$ cat src/rtl/fp16_pkg.sv
// Shared types and constants for the FP16 adder datapath.
package fp16_pkg;

    localparam int EXP_BIAS = 15;
    localparam int EXP_MAX  = 31;
    localparam int MANT_W   = 10;

    typedef struct packed {
        logic       sign;
        logic [4:0] exp;
        logic [9:0] frac;
    } fp16_t;

    // Normalized beat held between the normalize and round/pack stages.
    typedef struct packed {
        logic        sign;
        logic [5:0]  exp;
        logic [10:0] mant;
        logic        g;
        logic        r;
        logic        s;
        logic        zero;
        logic        uf;
    } s1_t;

endpackage

$ cat src/rtl/fp16_normalize_round_lzc11.sv
// Combinational 11-bit leading-zero counter; all-zero input yields 11.
module lzc11 (
    input  logic [10:0] bits,
    output logic [3:0]  count
);

    // Ascending scan so the most significant set bit is the one that sticks.
    always_comb begin
        count = 4'd11;
        for (int i = 0; i < 11; i++) begin
            if (bits[i]) count = 4'(10 - i);
        end
    end

endmodule

$ cat src/rtl/fp16_normalize_round.sv
// FP16 post-add normalize (S1) and round-to-nearest-even/pack (S2) stage.
module fp16_normalize_round
    import fp16_pkg::*;
#(
    parameter int EXP_W  = 5,
    parameter int MANT_W = 10
) (
    input  logic                    clk,
    input  logic                    rst_n,
    input  logic                    in_valid,
    output logic                    in_ready,
    input  logic                    in_sign,
    input  logic [EXP_W-1:0]        in_exp,
    input  logic [MANT_W+1:0]       in_mant,
    input  logic [2:0]              in_grs,
    output logic                    out_valid,
    input  logic                    out_ready,
    output logic [EXP_W+MANT_W:0]   out_result,
    output logic                    out_overflow,
    output logic                    out_underflow
);

    // A beat moves when its destination is empty or draining this cycle.
    logic s1_valid;
    logic s1_load;
    logic s1_advance;
    logic s2_load;
    s1_t  s1_q;
    s1_t  s1_d;

    assign s2_load    = !out_valid || out_ready;
    assign s1_advance = s1_valid && s2_load;
    assign in_ready   = !s1_valid || s1_advance;
    assign s1_load    = in_valid && in_ready;

    logic [3:0]  lz;
    logic [12:0] sh_in;
    logic [12:0] sh1;
    logic [12:0] sh2;
    logic [12:0] sh4;
    logic [12:0] sh8;

    lzc11 u_lzc (
        .bits  (in_mant[10:0]),
        .count (lz)
    );

    // Guard and round travel with the mantissa through the left shift.
    assign sh_in = {in_mant[10:0], in_grs[2], in_grs[1]};
    assign sh1   = lz[0] ? {sh_in[11:0], 1'b0} : sh_in;
    assign sh2   = lz[1] ? {sh1[10:0], 2'b0}   : sh1;
    assign sh4   = lz[2] ? {sh2[8:0], 4'b0}    : sh2;
    assign sh8   = lz[3] ? {sh4[4:0], 8'b0}    : sh4;

    always_comb begin
        s1_d = '0;
        if (in_mant[11]) begin
            s1_d.sign = in_sign;
            s1_d.exp  = {1'b0, in_exp} + 6'd1;
            s1_d.mant = in_mant[11:1];
            s1_d.g    = in_mant[0];
            s1_d.r    = in_grs[2];
            s1_d.s    = in_grs[1] | in_grs[0];
        end else if ((in_mant == '0) || ({1'b0, in_exp} <= {2'b00, lz})) begin
            s1_d.zero = 1'b1;
            s1_d.uf   = (in_mant != '0) || (in_grs != 3'b000);
        end else begin
            s1_d.sign = in_sign;
            s1_d.exp  = {1'b0, in_exp} - {2'b00, lz};
            s1_d.mant = sh8[12:2];
            s1_d.g    = sh8[1];
            s1_d.r    = sh8[0];
            s1_d.s    = in_grs[0];
        end
    end

    always_ff @(posedge clk or negedge rst_n) begin
        if (!rst_n) begin
            s1_valid <= 1'b0;
            s1_q     <= '0;
        end else if (s1_load) begin
            s1_valid <= 1'b1;
            s1_q     <= s1_d;
        end else if (s1_advance) begin
            s1_valid <= 1'b0;
        end
    end

    logic        round_up;
    logic [11:0] sum;
    logic [5:0]  exp_r;
    logic [9:0]  frac_r;
    logic        hidden_unused;
    fp16_t       res_d;
    logic        ovf_d;
    logic        uf_d;

    assign round_up      = s1_q.g & (s1_q.r | s1_q.s | s1_q.mant[0]);
    assign sum           = {1'b0, s1_q.mant} + {11'd0, round_up};
    assign hidden_unused = sum[10];
    // A rounding carry leaves 1.000...; only the exponent changes.
    assign exp_r         = s1_q.exp + {5'd0, sum[11]};
    assign frac_r        = sum[11] ? 10'd0 : sum[9:0];

    always_comb begin
        res_d = '0;
        ovf_d = 1'b0;
        uf_d  = 1'b0;
        if (s1_q.zero) begin
            uf_d = s1_q.uf;
        end else if (exp_r >= 6'(EXP_MAX)) begin
            res_d = '{sign: s1_q.sign, exp: 5'h1F, frac: 10'd0};
            ovf_d = 1'b1;
        end else begin
            res_d = '{sign: s1_q.sign, exp: exp_r[4:0], frac: frac_r};
        end
    end

    always_ff @(posedge clk or negedge rst_n) begin
        if (!rst_n) begin
            out_valid     <= 1'b0;
            out_result    <= '0;
            out_overflow  <= 1'b0;
            out_underflow <= 1'b0;
        end else if (s2_load) begin
            out_valid <= s1_valid;
            if (s1_valid) begin
                out_result    <= res_d;
                out_overflow  <= ovf_d;
                out_underflow <= uf_d;
            end
        end
    end

endmodule

$ cat config.mk
export PLATFORM = sky130hd
export DESIGN_NAME = fp16_normalize_round
export DESIGN_NICKNAME = d
export VERILOG_FILES = /design/src/rtl/fp16_pkg.sv /design/src/rtl/fp16_normalize_round_lzc11.sv /design/src/rtl/fp16_normalize_round.sv
export SDC_FILE = /design/constraint.sdc
export NUM_CORES = 1
export LEC_CHECK = 0
export BUFFER_PORTS_ARGS = -buffer_cell sky130_fd_sc_hd__buf_2
export CORE_ASPECT_RATIO = 0.8
export CORE_MARGIN = 2
export CORE_UTILIZATION = 50
export DETAILED_ROUTE_END_ITERATION = 16
export PLACE_DENSITY = 0.76
export SYNTH_ARGS = -nofsm -noshare
export SYNTH_HDL_FRONTEND = slang
export SYNTH_SLANG_ARGS = --single-unit
$ cat constraint.sdc
create_clock -name clk -period 7.6 [get_ports clk]
set_clock_uncertainty 0.1 [all_clocks]
set_input_delay 1.52 -clock clk [delete_from_list [all_inputs] [get_ports clk]]
set_output_delay 1.52 -clock clk [all_outputs]
set_load 0.05 [all_outputs]
==> results of run 1 <==
## cell type report
cell class / instances / area (µm²)
clock buffers: 5 / 68.8
multi-input cells: 273 / 1750
repair buffers: 46 / 235
well taps: 81 / 101
inverters: 13 / 48.8
flip-flops and latches: 43 / 1080
fillers: 569 / 2490
clock inverters: 3 / 47.5
## final timing paths
| check | start | end | slack (ns) | cells past startpoint |
|---|---|---|---|---|
| max | in_mant[2] | s1_q[8] | 2.77 | 13 |
| min | out_result[10] | out_result[10] | 0.38 | 2 |
| max reg2reg | s1_q[7] | out_result[6] | 4.34 | 13 |
| min reg2reg | out_result[10] | out_result[10] | 0.38 | 2 |
| max in group asynchronous | rst_n | s1_q[6] | 5.57 | 1 |
| min in group asynchronous | rst_n | out_result[13] | 1.25 | 1 |
## stage by stage
step / worst slack, ns / instance area (µm²)
2_1_floorplan: 3.47 / 2970
3_3_place_gp: 2.56 / 3210
3_5_place_dp: 2.52 / 3210
4_1_cts: 2.82 / 3330
5_1_grt: 2.48 / 3330
6_report: 2.77 / 3330
## logic make-up (layout without fill, tap and decap cells)
family	Yosys count	count (layout)	share of synthesized area, %
fa+ha+maj	9	9	4.05
xor+xnor	17	17	5.02
compound gates	103	103	24.7
buf+inv	30	67	4.72
flops	43	43	36.3
mux	4	4	1.48
simple gates	140	140	23.8
## tightest hold or removal path: stages, from the launching register on
cell and delay (ns):
dfrtp_1 0.35, nand2_1 0.05, o31ai_1 0.05
## cell usage in the layout, fill, tap and decap left out, types with 2 or more instances in the layout
cell type   n
a21boi_0    2
inv_1      11
xor2_1      8
nor4_1      4
nand2b_1    8
buf_2      44
a211oi_1    5
o21ai_0    24
a221oi_1    5
or2_1       3
and3_1     11
o211ai_1    4
nor2_1     35
buf_4       2
nor3_1      6
inv_2       2
nand2_1    40
o31ai_1     6
o22ai_1     2
nand3_1    12
dfrtp_1    43
clkbuf_8    5
a22oi_1     4
a21oi_1    19
xnor2_1     9
and2_1      2
a32oi_1     2
o21ai_1     4
ha_1        8
mux2i_1     3
a31oi_1     3
a21o_1      4
nor2b_1     6
## metal layers
| metal | GRT usage, % | part of all wire (%) |
|---|---|---|
| met1 | 35.3 | 52 |
| met2 | 34.0 | 41 |
| met3 | 2.38 | 6.0 |
| met4 | 5.81 | 1.0 |
| met5 | 0 | 0 |
## state kept, by name, summed over array words and instances (netlist names)
| register | cells |
|---|---|
| out_overflow | 1 |
| out_result | 16 |
| out_underflow | 1 |
| s1_valid | 1 |
| s1_q | 23 |
| out_valid | 1 |
## power by group
group | switching, mW | internal, mW | leakage, nW
logic | 0.170 | 0.0755 | 0.894
registers | 0.0306 | 0.268 | 0.536
clock network | 0.0805 | 0.0996 | 0.0587
total | 0.281 | 0.443 | 1.49
==> qor.yml, run 1 <==
global_route:
  grt_pass1_wl_um: 12000
  grt_max_degree: 44
  grt_pass1_vias: 2357
  antenna_found_initial: 0
  grt_usage_pct: 22.7
  grt_overflow_total: 0
timing:
  setup_viol: 0
  timing.setup.tns_ns: 0
  final.period_utilization_pct: 63.6
  hold_viol_final: 0
  relSlewSlack_pct: 38.1
  fin_crit_ns: 4.83
  worst_slew_pin_slew_ns: 0.928
  clock.fmax_ghz: 0.207
  slew_viol_final: 0
  whs_ns: 0.376
  rsz0062_at_grt: "false"
drt:
  drt_first_iter_violations: 122
  drt-pass1-iter-count: 4
  vias: 2612
  drc: 0
  post_drt_via_cell_ratio: 5.63
  wl_per_cell_um: 15.1
  postRouteAntennaNets: 0
  wl_um: 6990
floorplanning:
  die_h_um: 72.9
  core-area_um2: 5820
  boundaryPins: 45
  fp.dieArea_um2: 6570
  rows: 25
  dieWidth_um: 90.1
  start_util_pct: 51.0
yosys:
  synth.distinct_cells: 70
  async_flop_share_pct: 100
  synth.most_common_cell: "dfrtp_1"
  syn_area_um2: 2970
  yosysSeqAreaShare_pct: 36.3
  synth_top_cell_area_share_pct: 36.3
  synth_area_leader_cell: "dfrtp_1"
  synth-edff-count: 0
  ys_ff_latch: 43
  synth.top_cells.by_count: "dfrtp_1, nand2_1, nor2_1"
  synth_nets: 380
  syn_inst: 346
  synth-main-ff-cell: "dfrtp_1"
  postSynthAreaPerCell_um2: 8.58
  synth.area.top_cells: "dfrtp_1, nand2_1, nor2_1"
  yosysWarnings: 0
final_layout:
  stdcell_count: 464
  area_growth_pct: 12.2
  num_antenna_cells: 0
  final_core_utilization_pct: 57.2
  layout.nets: 416
  layout-drive-gt1-share_pct: 19.3
placed_design:
  dpl.hpwl_um: 5430
  placed_cells: 456
  place.gp.congestion: 0.959
  portBuffers: 44
status:
  status: "finished, final reports clean"
worst_setup_path:
  worstSetupStartpointType: "primary input"
  worst-path-max-fanout: 14
  path_cells: "buf_2 > or2_1 > nand2_1 > nand2_1 > a21boi_1 > inv_1 > ha_1 > and4_1 > a21oi_1 > nor2_1 > nor3_1 > nand3_1 > o311ai_0"
  cp_top_family: "compound AO/OA/AOI/OAI gates"
  cpMostUsedCell: "nand2_1"
  cp_num_buf_inv: 2
  end_kind: "flop"
  cp_slowest_cell: "a21boi_1"
  crit_required_ns: 7.68
  critical_path_class: "primary input to flop"
  cp.arrival_ns: 4.91
  slowest_delay_ns: 0.68
clock_tree:
  cts_hold_buf: 0
  clk_latency_ns: 0.30
  cts_tree: "built"
  cts.sinks: 43
  cts_resized: 0
  numCtsBuffers: 5
  clk_pin_slew_ns: 0.09
  cts_setup_buffers: 0
  cts_max_path_buffers: 2
  h-tree-depth: 2
  clockRootBuffer: "clkbuf_8"
pwr:
  power_density_nw_per_um2: 218
  vdd.ir_drop.worst_v: 0.000102
  power_mw: 0.724
  p_leak_nw: 1.49
job:
  maxCapViolCount: 0
hold_path:
  hold_class: "flop to flop"
Power figures use the tool's default switching activity.
==> inputs of run 2 (changes only) <==
--- a/config.mk
+++ b/config.mk
@@ -5,12 +5,13 @@
 export SDC_FILE = /design/constraint.sdc
 export NUM_CORES = 1
 export LEC_CHECK = 0
+export ABC_AREA = 1
 export BUFFER_PORTS_ARGS = -buffer_cell sky130_fd_sc_hd__buf_2
 export CORE_ASPECT_RATIO = 0.8
 export CORE_MARGIN = 2
 export CORE_UTILIZATION = 50
 export DETAILED_ROUTE_END_ITERATION = 16
-export PLACE_DENSITY = 0.76
+export PLACE_DENSITY = 0.77
 export SYNTH_ARGS = -nofsm -noshare
 export SYNTH_HDL_FRONTEND = slang
 export SYNTH_SLANG_ARGS = --single-unit
==> constraint.sdc (replaced) <==
create_clock -name clk -period 5 [get_ports clk]
set_clock_uncertainty 0.1 [all_clocks]
set_input_delay 1 -clock clk [delete_from_list [all_inputs] [get_ports clk]]
set_output_delay 1 -clock clk [all_outputs]
set_load 0.05 [all_outputs]
==> run 2 against run 1 <==
- synthesized cell count grew 17%
- sequential share of layout area shrank 0.061 points
- non-clock buffer count grew 1
- sequential cell count is the same
- hold slack gained 0.0055 ns
- critical path type unchanged
- core utilization grew 0.11 points
- largest power group is now combinational cells
- combinational power grew 120%
- sequential power grew 62%
- count of clock-buffer cells in the layout grew 1
- clock power grew 54%
- synthesized area shrank 0.21%
==> qor.yml, run 2 <==
status:
  status: "finished, final reports clean"
pwr:
  p_leak_nw: 1.70  # +14%
  power_density_nw_per_um2: 389  # +79%
  power_mw: 1.30  # +79%
  vdd.ir_drop.worst_v: 0.000138  # +35%
final_layout:
  top_regs: "s1_q: 23 flops, out_result: 16 flops"
  num_antenna_cells: 0  # unchanged
  layout_commonest_cell: "nand2_1"
  regMostFlops: "s1_q"
  area_growth_pct: 12.6
  layout.nets: 481  # +16%
  layout-drive-gt1-share_pct: 20.1  # +0.77 points
  fill_cells: 587  # +3.2%
  largest_reg_flops: 23  # unchanged
  layout_common_cells: "nand2_1, nand3_1, buf_2"
yosys:
  synth.most_common_cell: "nand2_1"
  syn_area_um2: 2960  # -0.21%
  synth_top_cell_area_share_pct: 36.3  # +0.077 points
  postSynthAreaPerCell_um2: 7.29  # -15%
  yosysWarnings: 0  # unchanged
  synth-edff-count: 0  # unchanged
  syn_inst: 406  # +17%
  synth.top_cells.by_count: "nand2_1, nand3_1, dfrtp_1"
  synth.distinct_cells: 37  # -47%
  synth_area_leader_cell: "dfrtp_1"
  yosysSeqAreaShare_pct: 36.3  # +0.077 points
  synth-main-ff-cell: "dfrtp_1"
  ys_ff_latch: 43  # unchanged
  async_flop_share_pct: 100  # unchanged
  synth.area.top_cells: "dfrtp_1, nand2_1, nand3_1"
  synth_nets: 440  # +16%
drt:
  vias: 2751  # +5.3%
  drc: 0  # unchanged
  wl_um: 6850  # -2.1%
  drt-pass1-iter-count: 4  # unchanged
  postRouteAntennaNets: 0  # unchanged
  wl_per_cell_um: 12.9  # -14%
  drt_first_iter_violations: 180  # +48%
  post_drt_via_cell_ratio: 5.20  # -7.6%
worst_setup_path:
  end_kind: "flop"
  crit_required_ns: 5.11  # -2.57 ns
  cp.arrival_ns: 3.65  # -1.26 ns
  critical_path_class: "primary input to flop"
  worst-path-max-fanout: 13  # -1
  worstSetupStartpointType: "primary input"
timing:
  hold_viol_final: 0  # unchanged
  setup_ws_ns: 1.45  # -1.31 ns
  rsz0062_at_grt: "false"
  timing.setup.tns_ns: 0  # unchanged
  whs_ns: 0.381  # +0.00550 ns
  setup_viol: 0  # unchanged
  slew_viol_final: 0  # unchanged
  clock.fmax_ghz: 0.282
  relSlewSlack_pct: 37.2  # -0.92 points
  fin_crit_ns: 3.55
  final.period_utilization_pct: 70.9
  worst_slew_pin_slew_ns: 0.942  # +0.0137 ns
clock_tree:
  clk_latency_ns: 0.29  # about the same
  cts_tree: "built"
  cts_setup_buffers: 0  # unchanged
  numCtsBuffers: 5  # unchanged
  cts_hold_buf: 0  # unchanged
  h-tree-depth: 2  # unchanged
  cts.sinks: 43  # unchanged
  clk_pin_slew_ns: 0.08  # about the same
  cts_max_path_buffers: 2  # unchanged
  clockRootBuffer: "clkbuf_8"
  cts_resized: 0  # unchanged
hold_path:
  hold_class: "flop to flop"
floorplanning:
  dieWidth_um: 90.0  # about the same
  rows: 25  # unchanged
  core-area_um2: 5820  # unchanged
  fp.dieArea_um2: 6560  # -0.20%
  start_util_pct: 50.9  # -0.11 points
  die_h_um: 72.8  # -0.10%
  boundaryPins: 45  # unchanged
placed_design:
  place.gp.congestion: 0.914  # -4.8%
  dp_slack_ns: 1.17  # -1.35 ns
  dpl.hpwl_um: 5280  # -2.8%
  portBuffers: 44  # unchanged
global_route:
  grt_pass1_vias: 2487  # +5.5%
  grt_pass1_wl_um: 11700  # -2.1%
  antenna_found_initial: 0  # unchanged
  grt_max_degree: 44  # unchanged
  grt_usage_pct: 21.8  # -0.90 points
  grt_overflow_total: 0  # unchanged
job:
  maxCapViolCount: 0  # unchanged
-- run 2: cell count changes in the layout (fill, tap and decap cells not counted), moves of 5 or more --
| cell | delta |
|---|---|
| nand2_1 | +57 |
| nand3_1 | +40 |
| inv_1 | +31 |
| a21oi_1 | +13 |
| and3_1 | -11 |
| o21ai_2 | +11 |
| o21ai_0 | -10 |
| nand2b_1 | -8 |
| xnor2_1 | -7 |
| nor2b_1 | -6 |
| a221oi_1 | -5 |
-- run 2: power by group --
| group | internal [mW] | switching (mW) |
|---|---|---|
| clock | 0.162 | 0.117 |
| combinational | 0.144 | 0.391 |
| sequential | 0.430 | 0.0534 |
| total | 0.735 | 0.562 |
-- run 2: logic make-up (layout without fill, tap and decap cells) --
kind of cell / Yosys count / in the layout / share of synthesized area [%]
AO/OA/AOI/OAI: 75 / 75 / 15.6
XOR/XNOR: 10 / 10 / 2.96
adder cells (fa/ha/maj): 9 / 9 / 4.06
buffers and inverters: 59 / 101 / 8.79
flip-flops: 43 / 43 / 36.3
AND/OR/NAND/NOR: 210 / 210 / 32.3
-- run 2: cell type report --
class	instances	area (µm²)	area share, %
inverter	46	173	5.18
clock buffer	6	82.6	2.48
sequential	43	1080	32.3
clock inverter	2	35.0	1.05
multi-input combinational	304	1630	48.7
timing repair buffer	47	243	7.28
tap	81	101	3.04
-- run 2: metrics by stage --
stage	utilization (%)	instances	instance area [µm²]
detailed placement	55.3	521	3220
CTS	57.3	529	3340
global route	57.3	529	3340
finish	57.3	529	3340
global placement	55.3	521	3220
floorplan	-	406	2960
-- run 2: worst paths after layout --
| check | startpoint | depth (start not counted) | end | slack, ns |
|---|---|---|---|---|
| worst max-delay path | in_mant[1] | 23 | s1_q[7] | 1.45 |
| worst min-delay path | out_result[14] | 2 | out_result[14] | 0.38 |
| worst max register to register | s1_q[7] | 18 | out_result[5] | 1.69 |
| worst min register to register | out_result[14] | 2 | out_result[14] | 0.38 |
| max in group asynchronous | rst_n | 1 | out_result[0] | 3.46 |
| min in group asynchronous | rst_n | 1 | out_overflow | 0.75 |
-- run 2: worst max-delay path: stages --
cell and delay, ns:
buf_2 0.13, inv_2 0.05, nand2_1 0.04, nand2_1 0.05
nand2_1 0.05, nand2_1 0.05, nand2_1 0.04, nand2_1 0.06
nand2_2 0.06, nand2_4 0.11, nand2_4 0.13, ha_1 0.24
fa_1 0.38, or2_1 0.25, nand2_1 0.07, a21oi_1 0.09
o21ai_2 0.14, nand2_2 0.08, nor2_4 0.18, nand2_4 0.10
a21oi_1 0.14, nand2_1 0.08, a22oi_1 0.13
-- run 2: layer usage --
layer | vias up | GRT usage (%) | part of all wire [%]
met4 | 0 | 5.13 | 0.86
met1 | 1249 | 32.5 | 51
met5 | - | 0 | 0
li1 | 1413 | - | -
met2 | 85 | 33.8 | 43
met3 | 4 | 3.20 | 6.0
